==> config.mk <==
export PLATFORM = sky130hd
export DESIGN_NAME = spi_master_ctrl
export DESIGN_NICKNAME = d
export VERILOG_FILES = /design/src/rtl/spi_master_ctrl.sv
export SDC_FILE = /design/constraint.sdc
export NUM_CORES = 1
export LEC_CHECK = 0
export BUFFER_PORTS_ARGS = -buffer_cell sky130_fd_sc_hd__buf_2
export CAP_MARGIN = 20
export CORE_UTILIZATION = 50
export CTS_CLUSTER_DIAMETER = 50
export DETAILED_ROUTE_END_ITERATION = 7
export PLACE_DENSITY_LB_ADDON = 0.3
export SYNTH_ARGS = -nofsm -noshare
export SYNTH_HDL_FRONTEND = slang
export SYNTH_SLANG_ARGS = --single-unit
==> constraint.sdc <==
create_clock -name SPI_CLK -period 2.1 [get_ports SPI_CLK]
set_input_delay 0.315 -clock SPI_CLK [delete_from_list [all_inputs] [get_ports SPI_CLK]]
set_output_delay 0.315 -clock SPI_CLK [all_outputs]
set_load 0.03 [all_outputs]
==> src/rtl/spi_master_ctrl.sv <==
// SPI mode-0 initiator; one SCLK half-period every CLK_DIV cycles, registered pins, tx_ready only in IDLE/WAIT.
// Define SPI_MASTER_LSB_FIRST_EN to shift LSB first in both directions (default MSB first).
module spi_master_ctrl #(
  parameter int CLK_DIV  = 4,
  parameter int CS_SETUP = 4,
  parameter int CS_HOLD  = 4,
  parameter int CS_IDLE  = 4
) (
  input  logic       SPI_CLK,
  input  logic       RST_N,
  input  logic [7:0] tx_data,
  input  logic       tx_last,
  input  logic       tx_valid,
  output logic       tx_ready,
  output logic [7:0] rx_data,
  output logic       rx_valid,
  output logic       busy,
  output logic       SCLK,
  output logic       SCSN,
  output logic       MOSI,
  input  logic       MISO
);

  localparam int MAX_A = (CLK_DIV > CS_SETUP) ? CLK_DIV : CS_SETUP;
  localparam int MAX_B = (CS_HOLD > CS_IDLE) ? CS_HOLD : CS_IDLE;
  localparam int MAX_P = (MAX_A > MAX_B) ? MAX_A : MAX_B;
  localparam int CW    = (MAX_P > 1) ? $clog2(MAX_P) : 1;

  typedef enum logic [2:0] {
    IDLE, SETUP, LOW, HIGH, WAIT, HOLD, GAP
  } state_t;

  state_t          state, state_d;
  logic [CW-1:0]   cnt, cnt_d;
  logic [2:0]      bit_cnt, bit_cnt_d;
  logic [7:0]      sh_tx, sh_tx_d;
  logic [7:0]      sh_rx, sh_rx_d;
  logic            last_q, last_d;
  logic            sclk_d, scsn_d, mosi_d;
  logic [7:0]      rx_data_d;
  logic            rx_valid_d;
  logic            accept;
  logic [7:0]      rx_shift, tx_shift;
  logic            first_bit, next_bit;

`ifdef SPI_MASTER_LSB_FIRST_EN
  assign rx_shift  = {MISO, sh_rx[7:1]};
  assign tx_shift  = {1'b0, sh_tx[7:1]};
  assign first_bit = tx_data[0];
  assign next_bit  = tx_shift[0];
`else
  assign rx_shift  = {sh_rx[6:0], MISO};
  assign tx_shift  = {sh_tx[6:0], 1'b0};
  assign first_bit = tx_data[7];
  assign next_bit  = tx_shift[7];
`endif

  assign tx_ready = (state == IDLE) || (state == WAIT);
  assign busy     = (state != IDLE);
  assign accept   = tx_valid && tx_ready;

  always_comb begin
    state_d    = state;
    cnt_d      = (cnt != '0) ? cnt - 1'b1 : cnt;
    bit_cnt_d  = bit_cnt;
    sh_tx_d    = sh_tx;
    sh_rx_d    = sh_rx;
    last_d     = last_q;
    sclk_d     = SCLK;
    scsn_d     = SCSN;
    mosi_d     = MOSI;
    rx_data_d  = rx_data;
    rx_valid_d = 1'b0;
    case (state)
      IDLE: begin
        if (accept) begin
          sh_tx_d = tx_data;
          last_d  = tx_last;
          scsn_d  = 1'b0;
          mosi_d  = first_bit;
          cnt_d   = CW'(CS_SETUP - 1);
          state_d = SETUP;
        end
      end
      SETUP: begin
        if (cnt == '0) begin
          cnt_d   = CW'(CLK_DIV - 1);
          state_d = LOW;
        end
      end
      LOW: begin
        if (cnt == '0) begin
          sclk_d  = 1'b1;
          cnt_d   = CW'(CLK_DIV - 1);
          state_d = HIGH;
        end
      end
      HIGH: begin
        // MISO is sampled at the very end of the high phase, just before the fall
        if (cnt == '0) begin
          sh_rx_d = rx_shift;
          sclk_d  = 1'b0;
          if (bit_cnt != 3'd7) begin
            bit_cnt_d = bit_cnt + 3'd1;
            sh_tx_d   = tx_shift;
            mosi_d    = next_bit;
            cnt_d     = CW'(CLK_DIV - 1);
            state_d   = LOW;
          end else begin
            bit_cnt_d  = 3'd0;
            rx_data_d  = rx_shift;
            rx_valid_d = 1'b1;
            if (last_q) begin
              cnt_d   = CW'(CS_HOLD - 1);
              state_d = HOLD;
            end else begin
              state_d = WAIT;
            end
          end
        end
      end
      WAIT: begin
        if (accept) begin
          sh_tx_d = tx_data;
          last_d  = tx_last;
          mosi_d  = first_bit;
          cnt_d   = CW'(CLK_DIV - 1);
          state_d = LOW;
        end
      end
      HOLD: begin
        if (cnt == '0) begin
          scsn_d  = 1'b1;
          cnt_d   = CW'(CS_IDLE - 1);
          state_d = GAP;
        end
      end
      GAP: begin
        if (cnt == '0) state_d = IDLE;
      end
      default: state_d = IDLE;
    endcase
  end

  always_ff @(posedge SPI_CLK) begin
    if (!RST_N) begin
      state    <= IDLE;
      cnt      <= '0;
      bit_cnt  <= 3'd0;
      sh_tx    <= 8'h00;
      sh_rx    <= 8'h00;
      last_q   <= 1'b0;
      SCLK     <= 1'b0;
      SCSN     <= 1'b1;
      MOSI     <= 1'b0;
      rx_data  <= 8'h00;
      rx_valid <= 1'b0;
    end else begin
      state    <= state_d;
      cnt      <= cnt_d;
      bit_cnt  <= bit_cnt_d;
      sh_tx    <= sh_tx_d;
      sh_rx    <= sh_rx_d;
      last_q   <= last_d;
      SCLK     <= sclk_d;
      SCSN     <= scsn_d;
      MOSI     <= mosi_d;
      rx_data  <= rx_data_d;
      rx_valid <= rx_valid_d;
    end
  end

endmodule
==> run summary <==
## Finish
- **antenna fix cells** 0
- **Area growth, synth to finish** 13.6%
- **most frequent cells in the layout** nand2_1 (44), dfxtp_1 (35), buf_2 (26)
- **share of layout cells above drive strength 1** 0.203
- **number of nets in the layout** 251
- **final instance area** 1980 sq um
- **most frequent standard cell in the layout excluding fill and tap cells** nand2_1

## Power
- **leakage power total** 0.000863 uW
- **Max IR drop VDD** 0.604 mV
- **power density over the cells** 1010 nW/um^2

## Floorplan
- **standard-cell row count** 21
- **Die Wd** 61.1 um
- **Die Span Y** 61.1 um
- **count of pins on the block boundary** 27
- **starting density of the core** 0.523
- **area of the die** 3730 sq um
- **area of the core region** 3340 sq um

## Detailed routing
- **average vias per placed instance** 5.34
- **total wirelength of the detailed-routed design** 3.48 mm
- **average wire length per cell after detail routing** 12.5 um
- **via count** 1,484
- **number of violations reported at the end of detailed-routing iteration 0** 61
- **number of design rule violations left after detail routing** 0
- **detailed-routing iteration count for the pre-antenna-repair pass** 4
- **ANT nets after route** 0

## Worst hold path
- **Hold Crit Class** in -> reg

## STA
- **crit path time final** 1.87 ns
- **RSZ-0062 raised after global routing** no
- **actual slew at the worst max-slew pin** 0.565 ns
- **worst setup slack after layout** 0.233 ns
- **Slew Limit Headroom** 0.623
- **number of slew-limit violations in the final report** 0
- **post-route clock skew** 0.00440 ns
- **maximum clock frequency** 0.536 GHz
- **total negative slack for setup checks** 0 ns
- **hold violation total from the final report** 0
- **final setup violation count** 0
- **ratio of final minimum period to clock period** 0.889

## Setup path
- **required time at the worst-slack endpoint** 1.78 ns
- **worst r2r src** cnt[0]
- **highest fanout seen on the critical path** 18
- **FF-to-FF path depth** 7
- **endpoint arrival time on the critical path** 1.55 ns
- **Register-to-Register Setup Slack** 0.27 ns
- **RR Endpoint** sh_tx[3]
- **kind of capture point of the worst setup path** primary output
- **Worst Path Class, Setup** reg -> out
- **startpoint types** flop
- **worst setup path startpoint** state[0]
- **last element of the critical path** busy

## Yosys
- **area fraction in compound gates after synthesis** 0.256
- **Synth area leader** dfxtp_1
- **multiplexer share of the synthesized area** 0
- **fraction of the mapped netlist area in adder cells** 0.0502
- **simple-gate share of the synthesized area** 0.226
- **top cell type's share of synthesized area** 0.402
- **top cells by area, synth** dfxtp_1 (40%), nand2_1 (9.5%), a21boi_0 (8.6%)
- **number of synthesized register bits** 35
- **combinational family with the most area after synthesis** compound AO/OA/AOI/OAI gates
- **Post-Syn Nets** 227
- **number of warnings reported in the yosys synthesis log** 0
- **netlist area before placement** 1740 sq um
- **Mapped Avg Cell Area** 8.43 sq um
- **count of unique library cells instantiated by Yosys** 35
- **synthesized netlist cell count** 207
- **Seq/Total Area, Yosys** 0.402
- **fraction of synthesized cell area in xor and xnor cells** 0

## CTS
- **clock buffer count from CTS** 5
- **insertion delay to the later sink of the worst-skew pair** 0.34 ns
- **clock tree from TritonCTS** yes
- **Worst-path clk slew** 0.12 ns
- **number of clock sinks** 35
- **number of buffers on the longest clock path** 2
- **root cell of the clock tree** clkbuf_4
- **maximum level of the CTS H-tree** 2
- **number of buffers added to fix hold violations after cts** 0

## Global route
- **leftover overflow at the end of global routing** 0
- **maximum number of pins on one net before global-route repair** 38
- **number of global-route vias before repair** 1,327
- **Global Route Usage Sum** 0.212
- **wire length of the first global-routing pass** 5.75 mm
- **antenna violations before repair** 0

## Placed design
- **dpl ws** 0.113 ns
- **Cell Area, Placed** 1880 sq um
- **placer congestion estimate** 0.891
- **Port Buffer Count** 26
- **post-detailed-placement half-perimeter wirelength** 2.30 mm

## Flow run
- **max-capacitance violation count** 0

## Run status
- **outcome** finished, final reports clean

## how the worst min path moves through the flow
stage	start	end	slack, ns	cells after the start
2_1_floorplan	sh_tx[0]	sh_tx[0]	0.44	2
3_3_place_gp	rx_data[7]	rx_data[7]	0.45	2
3_5_place_dp	rx_data[0]	rx_data[0]	0.46	2
4_1_cts	tx_data[0]	sh_tx[0]	0.21	3
5_1_grt	tx_data[0]	sh_tx[0]	0.21	3
6_report	tx_data[0]	sh_tx[0]	0.22	3
## kinds of logic after synthesis
kind of cell / after synthesis
AOI/OAI and AO/OA: 61
adders and majority gates: 7
buffers and inverters: 22
DFF: 35
and+or+nand+nor: 82
## stage by stage
| stage | utilization | instances | hold slack [ns] | total power (uW) |
|---|---|---|---|---|
| 5_1_grt | 0.594 | 278 | 0.207 | 2130 |
| 6_report | 0.594 | 278 | 0.221 | 2000 |
| 3_3_place_gp | 0.565 | 269 | 0.449 | 1470 |
| 4_1_cts | 0.592 | 277 | 0.210 | 2000 |
| 2_1_floorplan | - | 207 | 0.443 | 1340 |
| 3_5_place_dp | 0.565 | 269 | 0.458 | 1470 |
## cells in the mapped netlist
library cell  count
nand3b_1          2
or3b_1            1
o22ai_1           1
nand3_2           2
a2bb2oi_1         1
nand3_1          17
clkbuf_1          8
nand2_1          44
or3_1             2
buf_8             1
o21ai_0          16
and4b_1           1
o31ai_1           1
ha_1              7
and2_1            2
o21a_1            2
a21oi_1           7
o41ai_4           1
o221a_2           2
o2111ai_1         1
inv_1             6
nor3_1            1
a21boi_0         20
a221oi_1          1
o211a_1           7
a31oi_1           1
nand4_1           1
buf_2             5
nor2_1            2
nor2_2            1
buf_6             2
nor2b_1           3
dfxtp_1          35
nand2b_1          2
and3b_1           1
## worst max-delay path: stages, from the launching register on
cell and delay, ns:
dfxtp_1 0.40, buf_4 0.23, or3_1 0.38, buf_2 0.19
## sequential cells by signal (all words and copies together) (netlist names), 2 cells and up
name and count:
sh_rx 7, state 3, rx_data 8, cnt 2, bit_cnt 3, sh_tx 7
## timing repair
action                     in CTS  in global routing
buffers inserted                0                  1
resized for setup               0                  0
setup endpoints to repair       0                  7
## metal layers
metal,global-route usage,vias up,share of wire
met3,0.0567,6,0.026
met2,0.306,27,0.45
met4,0.107,0,0.024
met1,0.291,683,0.49
li1,-,768,-
met5,0,-,0
## layout make-up
| cell class | count | area, sq um |
|---|---|---|
| clock buffers | 6 | 51.3 |
| clock inverters | 2 | 38.8 |
| fillers | 310 | 1360 |
| inverters | 6 | 22.5 |
| multi-input cells | 150 | 928 |
| flip-flops and latches | 35 | 701 |
| well taps | 46 | 57.6 |
| repair buffers | 33 | 183 |
## report_power, final
group,internal [uW],switching (uW),leakage (uW)
registers,742,56.5,0.000285
clock network,287,246,0.0000489
logic,263,408,0.000529
Power figures use the tool's default switching activity.
